**config.mk**
```make
export PLATFORM = sky130hd
export DESIGN_NAME = hash_arbiter
export DESIGN_NICKNAME = d
export VERILOG_FILES = /design/src/rtl/hash_arbiter.sv
export SDC_FILE = /design/constraint.sdc
export NUM_CORES = 1
export LEC_CHECK = 0
export BUFFER_PORTS_ARGS = -buffer_cell sky130_fd_sc_hd__buf_2
export CAP_MARGIN = 30
export CORE_MARGIN = 10
export CORE_UTILIZATION = 29
export DETAILED_ROUTE_END_ITERATION = 16
export HOLD_SLACK_MARGIN = 0.15
export PLACE_DENSITY = 0.56
export SETUP_SLACK_MARGIN = 0.4
export SYNTH_ARGS = -nofsm -noshare
export SYNTH_HDL_FRONTEND = slang
export SYNTH_SLANG_ARGS = --single-unit
```
**constraint.sdc**
```tcl
create_clock -name clk -period 8.3 [get_ports clk]
set_input_delay 0 -clock clk [delete_from_list [all_inputs] [get_ports clk]]
set_output_delay 0 -clock clk [all_outputs]
set_load 0.02 [all_outputs]
```
**src/rtl/hash_arbiter.sv**
```systemverilog
// hash_arbiter: round-robin scheduler that lends one fullHashDES core to N
// byte-stream requesters, one message at a time.
//
// Flow per message: grant an owner, clear the core, program the length
// (hc_c_in), stream the owner's bytes into hc_m/hc_m_valid, wait for
// hc_hash_ready, then hand the digest back with a one-cycle done pulse.
//
// Ports:
//   clk, rst           rising-edge clock, asynchronous active-high reset
//   req[N]             level request per requester, held until done[i]
//   req_len[N*LEN_W]   byte count per requester (slice i)
//   in_valid/in_data   byte stream per requester (in_data slice i is 8 bits)
//   in_ready[N]        byte accepted on in_valid[i] & in_ready[i]
//   grant[N]           one-hot current owner, 0 when idle
//   done[N]            one-cycle completion pulse to the owner
//   done_err           qualifies done: zero length, timeout or abort
//   done_digest        digest while done != 0, 0 on error
//   busy               arbiter not idle
//   hc_*               connection to the hash core
module hash_arbiter #(
  parameter int N       = 4,
  parameter int LEN_W   = 64,
  parameter int TIMEOUT = 1024
) (
  input  logic               clk,
  input  logic               rst,
  input  logic [N-1:0]       req,
  input  logic [N*LEN_W-1:0] req_len,
  input  logic [N-1:0]       in_valid,
  input  logic [N*8-1:0]     in_data,
  output logic [N-1:0]       in_ready,
  output logic [N-1:0]       grant,
  output logic [N-1:0]       done,
  output logic               done_err,
  output logic [31:0]        done_digest,
  output logic               busy,
  output logic               hc_clear,
  output logic               hc_m_valid,
  output logic [7:0]         hc_m,
  output logic [LEN_W-1:0]   hc_c_in,
  input  logic               hc_hash_ready,
  input  logic [31:0]        hc_digest
);

  localparam int IDX_W = (N > 1) ? $clog2(N) : 1;
  localparam int WD_W  = $clog2(TIMEOUT + 1);
  localparam logic [N-1:0]     ONE_HOT0 = {{(N-1){1'b0}}, 1'b1};
  localparam logic [WD_W-1:0]  WD_LAST  = WD_W'(TIMEOUT - 1);
  localparam logic [LEN_W-1:0] LEN_ONE  = LEN_W'(1);
  localparam logic [IDX_W-1:0] IDX_LAST = IDX_W'(N - 1);

  typedef enum logic [2:0] {
    ST_IDLE  = 3'd0,
    ST_CLEAR = 3'd1,
    ST_LOAD  = 3'd2,
    ST_WAIT  = 3'd3,
    ST_DONE  = 3'd4
  } state_t;

  state_t           state_r;
  logic [IDX_W-1:0] ptr_r;
  logic [IDX_W-1:0] gidx_r;
  logic [LEN_W-1:0] len_r;
  logic [LEN_W-1:0] byte_cnt_r;
  logic [WD_W-1:0]  wdog_r;

  logic             pick_found_s;
  logic [IDX_W-1:0] pick_idx_s;
  logic [IDX_W-1:0] cand_s;
  logic [LEN_W-1:0] pick_len_s;
  logic             own_req_s;
  logic             hs_s;
  logic [7:0]       cur_byte_s;

  // Round-robin search: first set req bit starting just after the last owner.
  always_comb begin
    pick_found_s = 1'b0;
    pick_idx_s   = '0;
    cand_s       = ptr_r;
    for (int k = 0; k < N; k++) begin
      if (cand_s == IDX_LAST) begin
        cand_s = '0;
      end else begin
        cand_s = cand_s + IDX_W'(1);
      end
      if (!pick_found_s && req[cand_s]) begin
        pick_found_s = 1'b1;
        pick_idx_s   = cand_s;
      end else begin
        pick_found_s = pick_found_s;
      end
    end
  end

  // Owner-side views: its request level, its handshake and its current byte.
  always_comb begin
    pick_len_s = req_len[pick_idx_s*LEN_W +: LEN_W];
    own_req_s  = |(req & grant);
    hs_s       = |(in_valid & in_ready);
    cur_byte_s = in_data[{gidx_r, 3'b000} +: 8];
  end

  // Arbitration FSM with all outputs registered.
  always_ff @(posedge clk or posedge rst) begin
    if (rst) begin
      state_r     <= ST_IDLE;
      ptr_r       <= IDX_LAST;
      gidx_r      <= '0;
      len_r       <= '0;
      byte_cnt_r  <= '0;
      wdog_r      <= '0;
      in_ready    <= '0;
      grant       <= '0;
      done        <= '0;
      done_err    <= 1'b0;
      done_digest <= 32'h0000_0000;
      busy        <= 1'b0;
      hc_clear    <= 1'b0;
      hc_m_valid  <= 1'b0;
      hc_m        <= 8'h00;
      hc_c_in     <= '0;
    end else begin
      // Single-cycle strobes default low.
      hc_clear   <= 1'b0;
      hc_m_valid <= 1'b0;
      done       <= '0;
      case (state_r)
        ST_IDLE: begin
          if (pick_found_s) begin
            gidx_r     <= pick_idx_s;
            grant      <= ONE_HOT0 << pick_idx_s;
            len_r      <= pick_len_s;
            hc_c_in    <= pick_len_s;
            hc_clear   <= 1'b1;
            byte_cnt_r <= '0;
            busy       <= 1'b1;
            state_r    <= ST_CLEAR;
          end
        end
        ST_CLEAR: begin
          byte_cnt_r <= '0;
          if (len_r == '0) begin
            done        <= grant;
            done_err    <= 1'b1;
            done_digest <= 32'h0000_0000;
            state_r     <= ST_DONE;
          end else begin
            in_ready <= grant;
            state_r  <= ST_LOAD;
          end
        end
        ST_LOAD: begin
          // A dropped request wins over a simultaneous handshake.
          if (!own_req_s) begin
            in_ready    <= '0;
            done        <= grant;
            done_err    <= 1'b1;
            done_digest <= 32'h0000_0000;
            state_r     <= ST_DONE;
          end else if (hs_s) begin
            hc_m       <= cur_byte_s;
            hc_m_valid <= 1'b1;
            if (byte_cnt_r == len_r - LEN_ONE) begin
              in_ready <= '0;
              wdog_r   <= '0;
              state_r  <= ST_WAIT;
            end else begin
              byte_cnt_r <= byte_cnt_r + LEN_ONE;
            end
          end
        end
        ST_WAIT: begin
          // wdog_r == 0 marks the first WAIT cycle, when the last byte is
          // still on hc_m and hash_ready cannot yet belong to this message.
          if (!own_req_s) begin
            done        <= grant;
            done_err    <= 1'b1;
            done_digest <= 32'h0000_0000;
            state_r     <= ST_DONE;
          end else if ((wdog_r != '0) && hc_hash_ready) begin
            done        <= grant;
            done_err    <= 1'b0;
            done_digest <= hc_digest;
            state_r     <= ST_DONE;
          end else if (wdog_r == WD_LAST) begin
            done        <= grant;
            done_err    <= 1'b1;
            done_digest <= 32'h0000_0000;
            state_r     <= ST_DONE;
          end else begin
            wdog_r <= wdog_r + WD_W'(1);
          end
        end
        ST_DONE: begin
          ptr_r       <= gidx_r;
          grant       <= '0;
          busy        <= 1'b0;
          done_err    <= 1'b0;
          done_digest <= 32'h0000_0000;
          hc_c_in     <= '0;
          state_r     <= ST_IDLE;
        end
        default: begin
          in_ready <= '0;
          grant    <= '0;
          busy     <= 1'b0;
          state_r  <= ST_IDLE;
        end
      endcase
    end
  end

endmodule

```
==> flow_summary.ini <==
[status]
status = completed

[placed_design]
hpwl_um = 48740
io_buffers = 450
dpl.cell_count = 3010
place_area_sq_um = 18690
gp_congestion = 1.003

[cts]
cts.clk_slew.worst_paths_ns = 0.06
h-tree-depth = 1
clkSinkCount = 266
insertion_delay_ns = 0.57
clock_path_buffers = 3
cts_setup_buffers = 0
numCtsBuffers = 30
cts_tree = yes
clockRootBuffer = clkbuf_16

[power]
swShare_pct = 45.54
p_per_area_nw_per_um2 = 340.9
seq_power_share_pct = 28.8
p_int_w = 0.004110
irDropWorstVdd_v = 0.0001680
power.switching_w = 0.003437
clock_power_share_pct = 18.1
p_leak_nw = 10.21
power_frac_comb_pct = 53.1

[global_routing]
antenna_found_initial = 1
grt_overflow = 0
grt_usage_pct = 19.71
grt_max_degree = 161
grt_pass1_wl_um = 101600
first_global_vias = 17780

[synth]
yosysUniqueCellTypes = 67
synth_common_cells = nand2_1, dfrtp_1, a21oi_1, clkbuf_1, nand3_1
synth_edf_count = 0
async_flop_share_pct = 100.0
synth-seq-cells = 266
syn-instance-count = 1983
yosysMostFrequentCell = nand2_1
synth_top_area_share_pct = 41.44
synth_nets = 2319
synth_top_flop_cell = dfrtp_1
yosysWarningCount = 0
synth_largest_area_cell = dfrtp_1
post_synth.cell_area_avg_sq_um = 8.040
seq_area_frac_synth_pct = 41.77
synth_area_leaders = dfrtp_1, nand2_1, a21oi_1
syn_area_sq_um = 15940

[worst_setup_path]
crit_path_start = len_r[0]
cp.required_ns = 8.80
crit_type = register to register
worstPathMaxFanout = 121
arrival_ns = 6.10
crit_path_start_kind = register
endpoint_kind = register
r2r-start = len_r[0]

[sta]
post-route-period-util_pct = 67.45
hold_violations = 0
tns_ns = 0
setup_violations = 0
tightest_slew_ns = 1.023
rsz0062_at_grt = no
min_period_ns = 5.598
fin_skew_ns = 0.008603
clock.fmax_mhz = 178.6
slew_headroom_pct = 31.83
slew_viol_final = 0

[die]
die_w_um = 254.5
coreArea_sq_um = 54130
dieHeight_um = 254.5
ios = 451
dieArea_sq_um = 64750
start_util_pct = 29.45
rows = 85

[layout]
area_growth_pct = 38.83
instances_no_fill = 3305
fillers = 5434
final_area_sq_um = 22130
n_antenna_cell = 0
layout-drive-gt1-share_pct = 21.54
finish.net_count = 2927
post-route-util_pct = 40.89

[drt]
drt_iter0_drc = 1368
wl_um = 65890
vias_per_cell = 5.287
dr.pass1.iters = 5
route.vias.total = 17470
final_antenna_net_count = 0
routedWlPerCell_um = 19.94
drc = 0

[hold_path]
min-delay-start = req_len[128]
min_path_type = input port to register

[run]
max_cap_violations = 0
-- critical path, cell delays in order (launching register included) --
cell and delay, ns:
dfrtp_1 0.44, inv_1 0.10, ha_1 0.27, nor3b_1 0.49
nand4_1 0.49, o31ai_1 0.38, o211ai_1 0.13, or4_1 0.49
or4_1 0.55, or4_1 0.60, nor4b_4 0.27, buf_4 0.80
mux2_2 0.41, nand2_1 0.06
-- metrics by stage --
stage	hold WS (ns)	setup WS [ns]	power (W)
2_1_floorplan	0.1401	0.9780	0.004412
3_3_place_gp	0.1777	2.894	0.005605
3_5_place_dp	0.1845	2.776	0.005657
4_1_cts	0.1581	2.749	0.007601
5_1_grt	0.1867	2.183	0.008107
6_report	0.1550	2.702	0.007546
-- layout make-up --
| cell class | instances | area [sq um] | share of cell area (%) |
|---|---|---|---|
| clock inverters | 7 | 112.6 | 0.5088 |
| flip-flops and latches | 266 | 6659 | 30.08 |
| inverters | 19 | 78.83 | 0.3561 |
| repair buffers | 712 | 4845 | 21.89 |
| well taps | 696 | 870.8 | 3.934 |
| clock buffers | 43 | 880.8 | 3.980 |
| multi-input cells | 1562 | 8687 | 39.25 |
-- kinds of logic (layout without fill, tap and decap cells) --
logic type / after synthesis / in the layout / synth area share [%]
simple gates: 1074 / 1074 / 31.93
mux: 18 / 18 / 1.805
buf+inv: 155 / 781 / 4.097
fa+ha+maj: 5 / 5 / 0.3924
flops: 266 / 266 / 41.77
compound gates: 379 / 379 / 15.29
xor+xnor: 86 / 86 / 4.725
-- final timing paths --
| check | slack (ns) | endpoint | depth (start not counted) |
|---|---|---|---|
| setup / recovery | 2.70 | byte_cnt_r[2] | 13 |
| min in group asynchronous | 0.70 | hc_c_in[58] | 4 |
| max in group asynchronous | 6.23 | hc_c_in[33] | 5 |
| hold reg to reg | 0.47 | hc_m[4] | 2 |
| setup reg to reg | 2.70 | byte_cnt_r[2] | 13 |
| hold / removal | 0.15 | len_r[0] | 5 |
-- sequential cells by signal, indices dropped and copies added, names as in the netlist --
| signal | cells |
|---|---|
| busy | 1 |
| byte_cnt_r | 64 |
| done | 4 |
| done_digest | 32 |
| done_err | 1 |
| gidx_r | 2 |
| grant | 4 |
| hc_c_in | 64 |
| hc_clear | 1 |
| hc_m | 8 |
| hc_m_valid | 1 |
| in_ready | 4 |
| len_r | 64 |
| ptr_r | 2 |
| state_r | 3 |
| wdog_r | 11 |
-- layout by cell type, fill, tap and decap left out, drive strengths merged, types with 11 or more instances in the layout --
cell | synthesis | routed
buf | 22 | 467
nor2 | 59 | 59
a21oi | 136 | 136
or3 | 49 | 49
nand4 | 42 | 42
nand3 | 109 | 109
and2 | 11 | 11
a22o | 35 | 35
inv | 19 | 19
dfrtp | 264 | 264
nor4 | 30 | 30
o31ai | 25 | 25
o211ai | 76 | 76
xor2 | 24 | 24
dlygate4sd3 | 0 | 245
or4 | 53 | 53
o21ai | 60 | 60
nor3 | 34 | 34
xnor2 | 62 | 62
nand2 | 596 | 596
clkbuf | 114 | 43
and3 | 31 | 31
-- power groups by stage --
| stage | Sequential (W) | Combinational (W) | Clock, W |
|---|---|---|---|
| after floorplan | 0.00224 | 0.00217 | 0 |
| after global placement | 0.00217 | 0.00343 | 0 |
| after detailed placement | 0.00219 | 0.00347 | 0 |
| after CTS | 0.00217 | 0.00404 | 0.00140 |
| after global routing | 0.00224 | 0.00441 | 0.00146 |
| final | 0.00218 | 0.00401 | 0.00136 |
-- repair_timing --
| item | CTS | global route |
|---|---|---|
| endpoints found under the hold margin | 275 | 0 |
| gates resized for setup | 0 | 0 |
| hold buffers | 245 | 0 |
-- per-layer routing --
| layer | vias to the layer above | wire, um | track usage [%] | part of all wire [%] |
|---|---|---|---|---|
| met1 | 8496 | 27300 | 24.60 | 41 |
| met4 | 2 | 2265 | 7.081 | 3.4 |
| li1 | 8262 | - | - | - |
| met5 | - | 7 | 0 | 0.011 |
| met3 | 110 | 4375 | 3.573 | 6.6 |
| met2 | 603 | 31940 | 33.50 | 48 |
Power figures use the tool's default switching activity.
